**src/rtl/sdp_rd_addrgen.sv**
```systemverilog
// Burst read-address generator: expands {length, start} commands into a stream of
// consecutive addresses with eot on the last one. Define SDP_RD_ADDRGEN_WRAP_EN for circular
// addressing modulo DEPTH.
module sdp_rd_addrgen #(
  parameter int unsigned W_ADDR = 16,
  parameter int unsigned W_LEN  = 16,
  parameter int unsigned DEPTH  = 2**W_ADDR
) (
  input  logic                    clk,
  input  logic                    rst,
  // command consumer
  input  logic                    cmd_if_valid_i,
  output logic                    cmd_if_ready_o,
  input  logic [W_LEN+W_ADDR-1:0] cmd_if_data_i,
  // address producer
  output logic                    addr_if_valid_o,
  input  logic                    addr_if_ready_i,
  output logic [W_ADDR:0]         addr_if_data_o
);

  typedef enum logic {StIdle, StRun} state_e;

  state_e              state_q, state_d;
  logic [W_ADDR-1:0]   addr_q, addr_d;
  logic [W_LEN-1:0]    cnt_q, cnt_d;
  logic [W_ADDR-1:0]   addr_inc;
  logic [W_ADDR-1:0]   cmd_start;
  logic [W_LEN-1:0]    cmd_len;
  logic                last;
  logic                load;
  logic                cmd_ready;

  if (DEPTH == 0 || DEPTH > (2**W_ADDR)) begin : g_depth_check
    $error("sdp_rd_addrgen: DEPTH must be in 1..2**W_ADDR");
  end

  assign cmd_start = cmd_if_data_i[W_ADDR-1:0];
  assign cmd_len   = cmd_if_data_i[W_LEN+W_ADDR-1:W_ADDR];
  assign last      = (cnt_q == '0);

`ifdef SDP_RD_ADDRGEN_WRAP_EN
  localparam logic [W_ADDR-1:0] LastAddr = W_ADDR'(DEPTH - 1);
  assign addr_inc = (addr_q == LastAddr) ? '0 : addr_q + 1'b1;
`else
  assign addr_inc = addr_q + 1'b1;
`endif

  always_comb begin
    state_d         = state_q;
    addr_d          = addr_q;
    cnt_d           = cnt_q;
    cmd_ready       = 1'b0;
    addr_if_valid_o = 1'b0;
    load            = 1'b0;

    unique case (state_q)
      StIdle: begin
        cmd_ready = 1'b1;
        load      = cmd_if_valid_i;
      end
      StRun: begin
        addr_if_valid_o = 1'b1;
        // a new command may only slip in on the final handshake, keeping the stream gap-free
        cmd_ready       = last & addr_if_ready_i;
        if (addr_if_ready_i) begin
          if (!last) begin
            addr_d = addr_inc;
            cnt_d  = cnt_q - 1'b1;
          end else if (cmd_if_valid_i) begin
            load = 1'b1;
          end else begin
            state_d = StIdle;
          end
        end
      end
      default: state_d = StIdle;
    endcase

    if (load) begin
      if (cmd_len == '0) begin
        state_d = StIdle;
      end else begin
        addr_d  = cmd_start;
        cnt_d   = cmd_len - 1'b1;
        state_d = StRun;
      end
    end
  end

  // Held low during reset so nothing is accepted while the flops are cleared.
  assign cmd_if_ready_o = cmd_ready & rst;
  assign addr_if_data_o = {last, addr_q};

  always_ff @(posedge clk or negedge rst) begin
    if (!rst) begin
      state_q <= StIdle;
      addr_q  <= '0;
      cnt_q   <= '0;
    end else begin
      state_q <= state_d;
      addr_q  <= addr_d;
      cnt_q   <= cnt_d;
    end
  end

endmodule

```
**config.mk**
```make
export PLATFORM = sky130hd
export DESIGN_NAME = sdp_rd_addrgen
export DESIGN_NICKNAME = d
export VERILOG_FILES = /design/src/rtl/sdp_rd_addrgen.sv
export SDC_FILE = /design/constraint.sdc
export NUM_CORES = 1
export LEC_CHECK = 0
export CELL_PAD_IN_SITES_DETAIL_PLACEMENT = 0
export CELL_PAD_IN_SITES_GLOBAL_PLACEMENT = 1
export CORE_MARGIN = 2
export CORE_UTILIZATION = 42
export DETAILED_ROUTE_END_ITERATION = 7
export GPL_ROUTABILITY_DRIVEN = 0
export PLACE_DENSITY = 0.89
export SYNTH_ARGS = -nofsm -noshare
export SYNTH_HDL_FRONTEND = slang
export SYNTH_SLANG_ARGS = --single-unit
export TNS_END_PERCENT = 5
```
**constraint.sdc**
```tcl
create_clock -name clk -period 5.15 [get_ports clk]
set_clock_uncertainty 0.1 [all_clocks]
set_input_delay 1.03 -clock clk [delete_from_list [all_inputs] [get_ports clk]]
set_output_delay 1.03 -clock clk [all_outputs]
set_load 0.02 [all_outputs]
```
# Word level (Yosys, flattened, before mapping)
# Index checks and enable logic that the tools add are counted.
[word_totals]
elab_cells = 32
mem_count = 0
in_bits = 36
out_inout_bits = 19
mem_bits_rw = 0
latchBits = 0
register_bits = 33
rom_bits = 0
[op_classes]
n_mul = 0
n_reduce_logical = 2
bitwise = 3
n_shift = 0
n_lt_le_gt_ge = 0
add_sub_neg = 3
div = 0
mux = 21
eq_ne = 0
[ops]
columns = ["op", "count"]
rows = [
  ["$mux W16", 10],
  ["$logic_not A16 Y1", 2],
  ["$sub A16 B1 Y16 const B", 2],
  ["$add A16 B1 Y16 const B", 1],
  ["$mux W1", 9],
  ["$pmux W1 S2", 2],
  ["$and A1 B1 Y1", 2],
  ["$not A1 Y1", 1],
]

# Depth between registers and ports, before layout
[depth]
ltp_word = 6
depth_mapped = 9
mapped_depth_nobuf = 7

# Worst setup path before layout
# No wires, ideal clock.
[synth_path]
path_type = "input to register"
from = "in cmd_if_data_i[16]"
to = "reg addr_q[10]"
path_slack_ps = 2375
n_path_buf = 2
t_arrival_ps = 2550
setup_ps = 125
t_required_ps = 4925
stages = 9
path_cell_list = "inv_1 > ha_1 > nor3b_2 > nand2_1 > o31ai_2 > nor2b_1 > buf_4 > buf_12 > mux2_4"
[synth_via]
elab_chain_cells = 3
[synth_rtl]
columns = ["element", "line", "text"]
rows = [
  ["start: declaration", "14", "input logic [W_LEN+W_ADDR-1:0] cmd_if_data_i,"],
  ["$logic_not A16 Y1", "80", "if (cmd_len == '0) begin"],
  ["$mux W16", "80", ""],
  ["$mux W16", "79", "if (load) begin"],
  ["named net addr_d[10]", "24", "logic [W_ADDR-1:0] addr_q, addr_d;"],
  ["end signal: assignment", "101", "addr_q <= addr_d;"],
  ["end: declaration", "24", ""],
]
# The timed path passes the listed nets, and every way through them passes these cells.

# Worst setup path after layout
[layout_path]
from = "reg cnt_q[0]"
to = "out cmd_if_ready_o"
[layout_via]
elab_chain_cells = 4
[layout_rtl]
columns = ["element", "line", "text"]
rows = [
  ["start: declaration", "25", "logic [W_LEN-1:0] cnt_q, cnt_d;"],
  ["start signal: assignment", "102", "cnt_q <= cnt_d;"],
  ["$logic_not A16 Y1", "39", "assign last = (cnt_q == '0);"],
  ["$and A1 B1 Y1", "64", "cmd_ready = last & addr_if_ready_i;"],
  ["$pmux W1 S2", "56", "unique case (state_q)"],
  ["$and A1 B1 Y1", "91", "assign cmd_if_ready_o = cmd_ready & rst;"],
  ["end: declaration", "13", "output logic cmd_if_ready_o,"],
]
# No other way between the ends.

==> flow_metrics.tcl <==
set metrics [dict create \
    die_h_um 79.8 \
    drtIter0Drc 97 \
    syn_area_mm2 0.00241 \
    numCtsBuffers 5 \
    layout_min_cycle_time_ns 3.96 \
    netlist_instances 224 \
    maxSlewHeadroom 0.624 \
    yosysSeqAreaShare 0.343 \
    critPathKind "reg2out" \
    synth-edff-count 0 \
    grt_pass1_vias 1811 \
    yosysTopAreaCell "dfrtp_1" \
    wl_per_cell_um 14.2 \
    syn_area_per_cell_um2 10.8 \
    path_clk_slew_ns 0.07 \
    area_growth_pct 28.5 \
    rsz0062_at_grt "no" \
    status "finished, final reports clean" \
    clockRootBuffer "clkbuf_8" \
    cts_resized 0 \
    grt_pass1_wl_um 8360 \
    dr.pass1.iters 4 \
    core_area_mm2 0.00554 \
    drt-total-wl_um 5010 \
    num_antenna_cells 0 \
    power.share.clock 0.200 \
    fmax_ghz 0.253 \
    yosys_warnings 0 \
    hold_viol 0 \
    die_area_mm2 0.00636 \
    pwr-share-comb 0.415 \
    internal_power_w 0.000809 \
    yosysTopAreaCellShare 0.343 \
    async_reset_ff_frac 1.00 \
    clockBufferDepth 2 \
    utilization 0.559 \
    yosys.cell_types.count 40 \
    maxSlewViolCount 0 \
    p_switching_w 0.000445 \
    vias 1857 \
    crit_fanout 20 \
    cts.sinks 33 \
    synth_seq_cells 33 \
    h-tree-depth 2 \
    io_pins 55 \
    drive_gt1_frac 0.142 \
    via_per_inst 5.26 \
    grt_overflow_total 0 \
    power.density_mw_per_mm2 405 \
    maxCapViolations 0 \
    postCtsSetupRepairBufs 0 \
    antenna_found_initial 0 \
    ir_drop_mv 0.200 \
    setup_tns_ns 0 \
    drtAntennaViolNets 0 \
    route.detailed.drc 0 \
    crit_path_max_incr_delay_ns 0.60 \
    timing.final.crit_share 0.769 \
    synth-main-ff-cell "dfrtp_1" \
    p_seq_frac 0.385 \
    nNetsFinal 320 \
    track_usage 0.170 \
    leakagePower_nw 1.17 \
    switching_share 0.355 \
    cp-end-kind "output port" \
    synth_area_leaders "dfrtp_1 (34%), mux2_4 (9.3%), xnor2_1 (8.4%)" \
    slowest_stage "clkdlybuf4s50_1" \
    setup_viol 0 \
    start_util 0.435 \
    dp_hpwl_um 3910 \
    tightest_slew_ns 0.563 \
    ctsHoldBuffers 0 \
    cts_tree "yes" \
    grt_max_degree 34 \
    worstPathCellList "inv_1 -> ha_1 -> nor4b_1 -> nand4_2 -> o21ai_2 -> and2_1 -> clkdlybuf4s50_1" \
    synth_nets 264 \
    critPathLaunchType "flip-flop" \
    clock_latency_ns 0.29 \
    port_buffers 54 \
    chipWidth_um 79.8 \
    rows 27 \
    hold_path_class "reg2reg" \
    worstPathArrival_ns 2.83 \
    required_ns 4.02 \
]
[flip-flops by register name, summed over array words and instances, names as in the netlist]
name	count
state_q	1
cnt_q	16
addr_q	16
[stage by stage]
step | instance area, um2 | power (W) | worst slack, ns | hold slack, ns | instances
finish | 3100 | 0.00125 | 1.19 | 0.503 | 353
CTS | 3100 | 0.00127 | 1.16 | 0.507 | 353
detailed placement | 2980 | 0.00101 | 1.34 | 0.486 | 345
global placement | 2980 | 0.000997 | 1.40 | 0.481 | 345
global route | 3100 | 0.00135 | 0.990 | 0.534 | 353
floorplan | 2410 | 0.000812 | 2.37 | 0.446 | 224
[cell usage in the layout, fill, tap and decap left out, drive strengths merged]
cell	count
ha	4
and2	2
nand2	16
o31ai	1
and4	3
nor4b	4
clkdlybuf4s50	54
xnor2	23
mux2	18
o22ai	1
o22a	1
nand4b	1
or3	1
and4bb	1
clkbuf	7
and3	3
nor2	15
buf	2
nor3	5
o21ai	1
nor3b	3
bufinv	1
mux2i	17
dfrtp	33
nor4	5
inv	7
nand3	10
or4	2
a21oi	2
xor2	17
nand4	15
nor2b	6
[synth_stat cells, drive strengths merged (4+ instances only)]
| library cell | instances |
|---|---|
| buf | 7 |
| dfrtp | 33 |
| ha | 4 |
| inv | 7 |
| mux2 | 18 |
| mux2i | 17 |
| nand2 | 16 |
| nand3 | 10 |
| nand4 | 15 |
| nor2 | 15 |
| nor2b | 6 |
| nor3 | 5 |
| nor4 | 5 |
| nor4b | 4 |
| xnor2 | 23 |
| xor2 | 17 |
[worst max-delay path, delay by kind of cell (launching register included)]
kind	cells	cell delay [ns]
compound gates	1	0.34
buf+inv	2	0.69
fa+ha+maj	1	0.18
simple gates	3	0.95
flops	1	0.40
[final cells by class]
| cell class | instances | area, um2 |
|---|---|---|
| fill | 507 | 2440 |
| multi-input combinational | 177 | 1480 |
| sequential | 33 | 826 |
| timing repair buffer | 56 | 556 |
| tap | 72 | 90.1 |
| clock buffer | 7 | 86.3 |
| clock inverter | 1 | 30.0 |
| inverter | 7 | 26.3 |
[logic make-up (layout without fill, tap and decap cells)]
logic type | after synthesis | count (layout) | share of synthesized area
simple gates | 92 | 92 | 0.249
mux | 35 | 35 | 0.178
fa+ha+maj | 4 | 4 | 0.0208
xor+xnor | 40 | 40 | 0.145
flops | 33 | 33 | 0.343
compound gates | 6 | 6 | 0.0192
buf+inv | 14 | 71 | 0.0451
[path summary, 6_finish.rpt]
| check | startpoint | end | slack [ns] | cells after the start |
|---|---|---|---|---|
| min in group asynchronous | rst | cnt_q[9] | 1.11 | 2 |
| setup reg to reg | cnt_q[0] | addr_q[12] | 1.87 | 8 |
| max in group asynchronous | rst | addr_q[13] | 3.53 | 2 |
| hold / removal | cnt_q[9] | cnt_q[9] | 0.50 | 2 |
| setup / recovery | cnt_q[0] | cmd_if_ready_o | 1.19 | 7 |
| hold reg to reg | cnt_q[9] | cnt_q[9] | 0.50 | 2 |
[metal layers]
metal	track usage	share of wire
met4	0.0559	0.015
met2	0.276	0.47
met5	0	0
met3	0.0339	0.050
met1	0.227	0.46
[power groups by stage]
stage	Clock [W]	Sequential [W]	Combinational (W)
4_1_cts	0.000257	0.000484	0.000526
2_1_floorplan	0	0.000518	0.000294
3_3_place_gp	0	0.000484	0.000513
6_report	0.000251	0.000483	0.000520
3_5_place_dp	0	0.000489	0.000522
5_1_grt	0.000271	0.000503	0.000575
(Power assumes the default switching activity.)
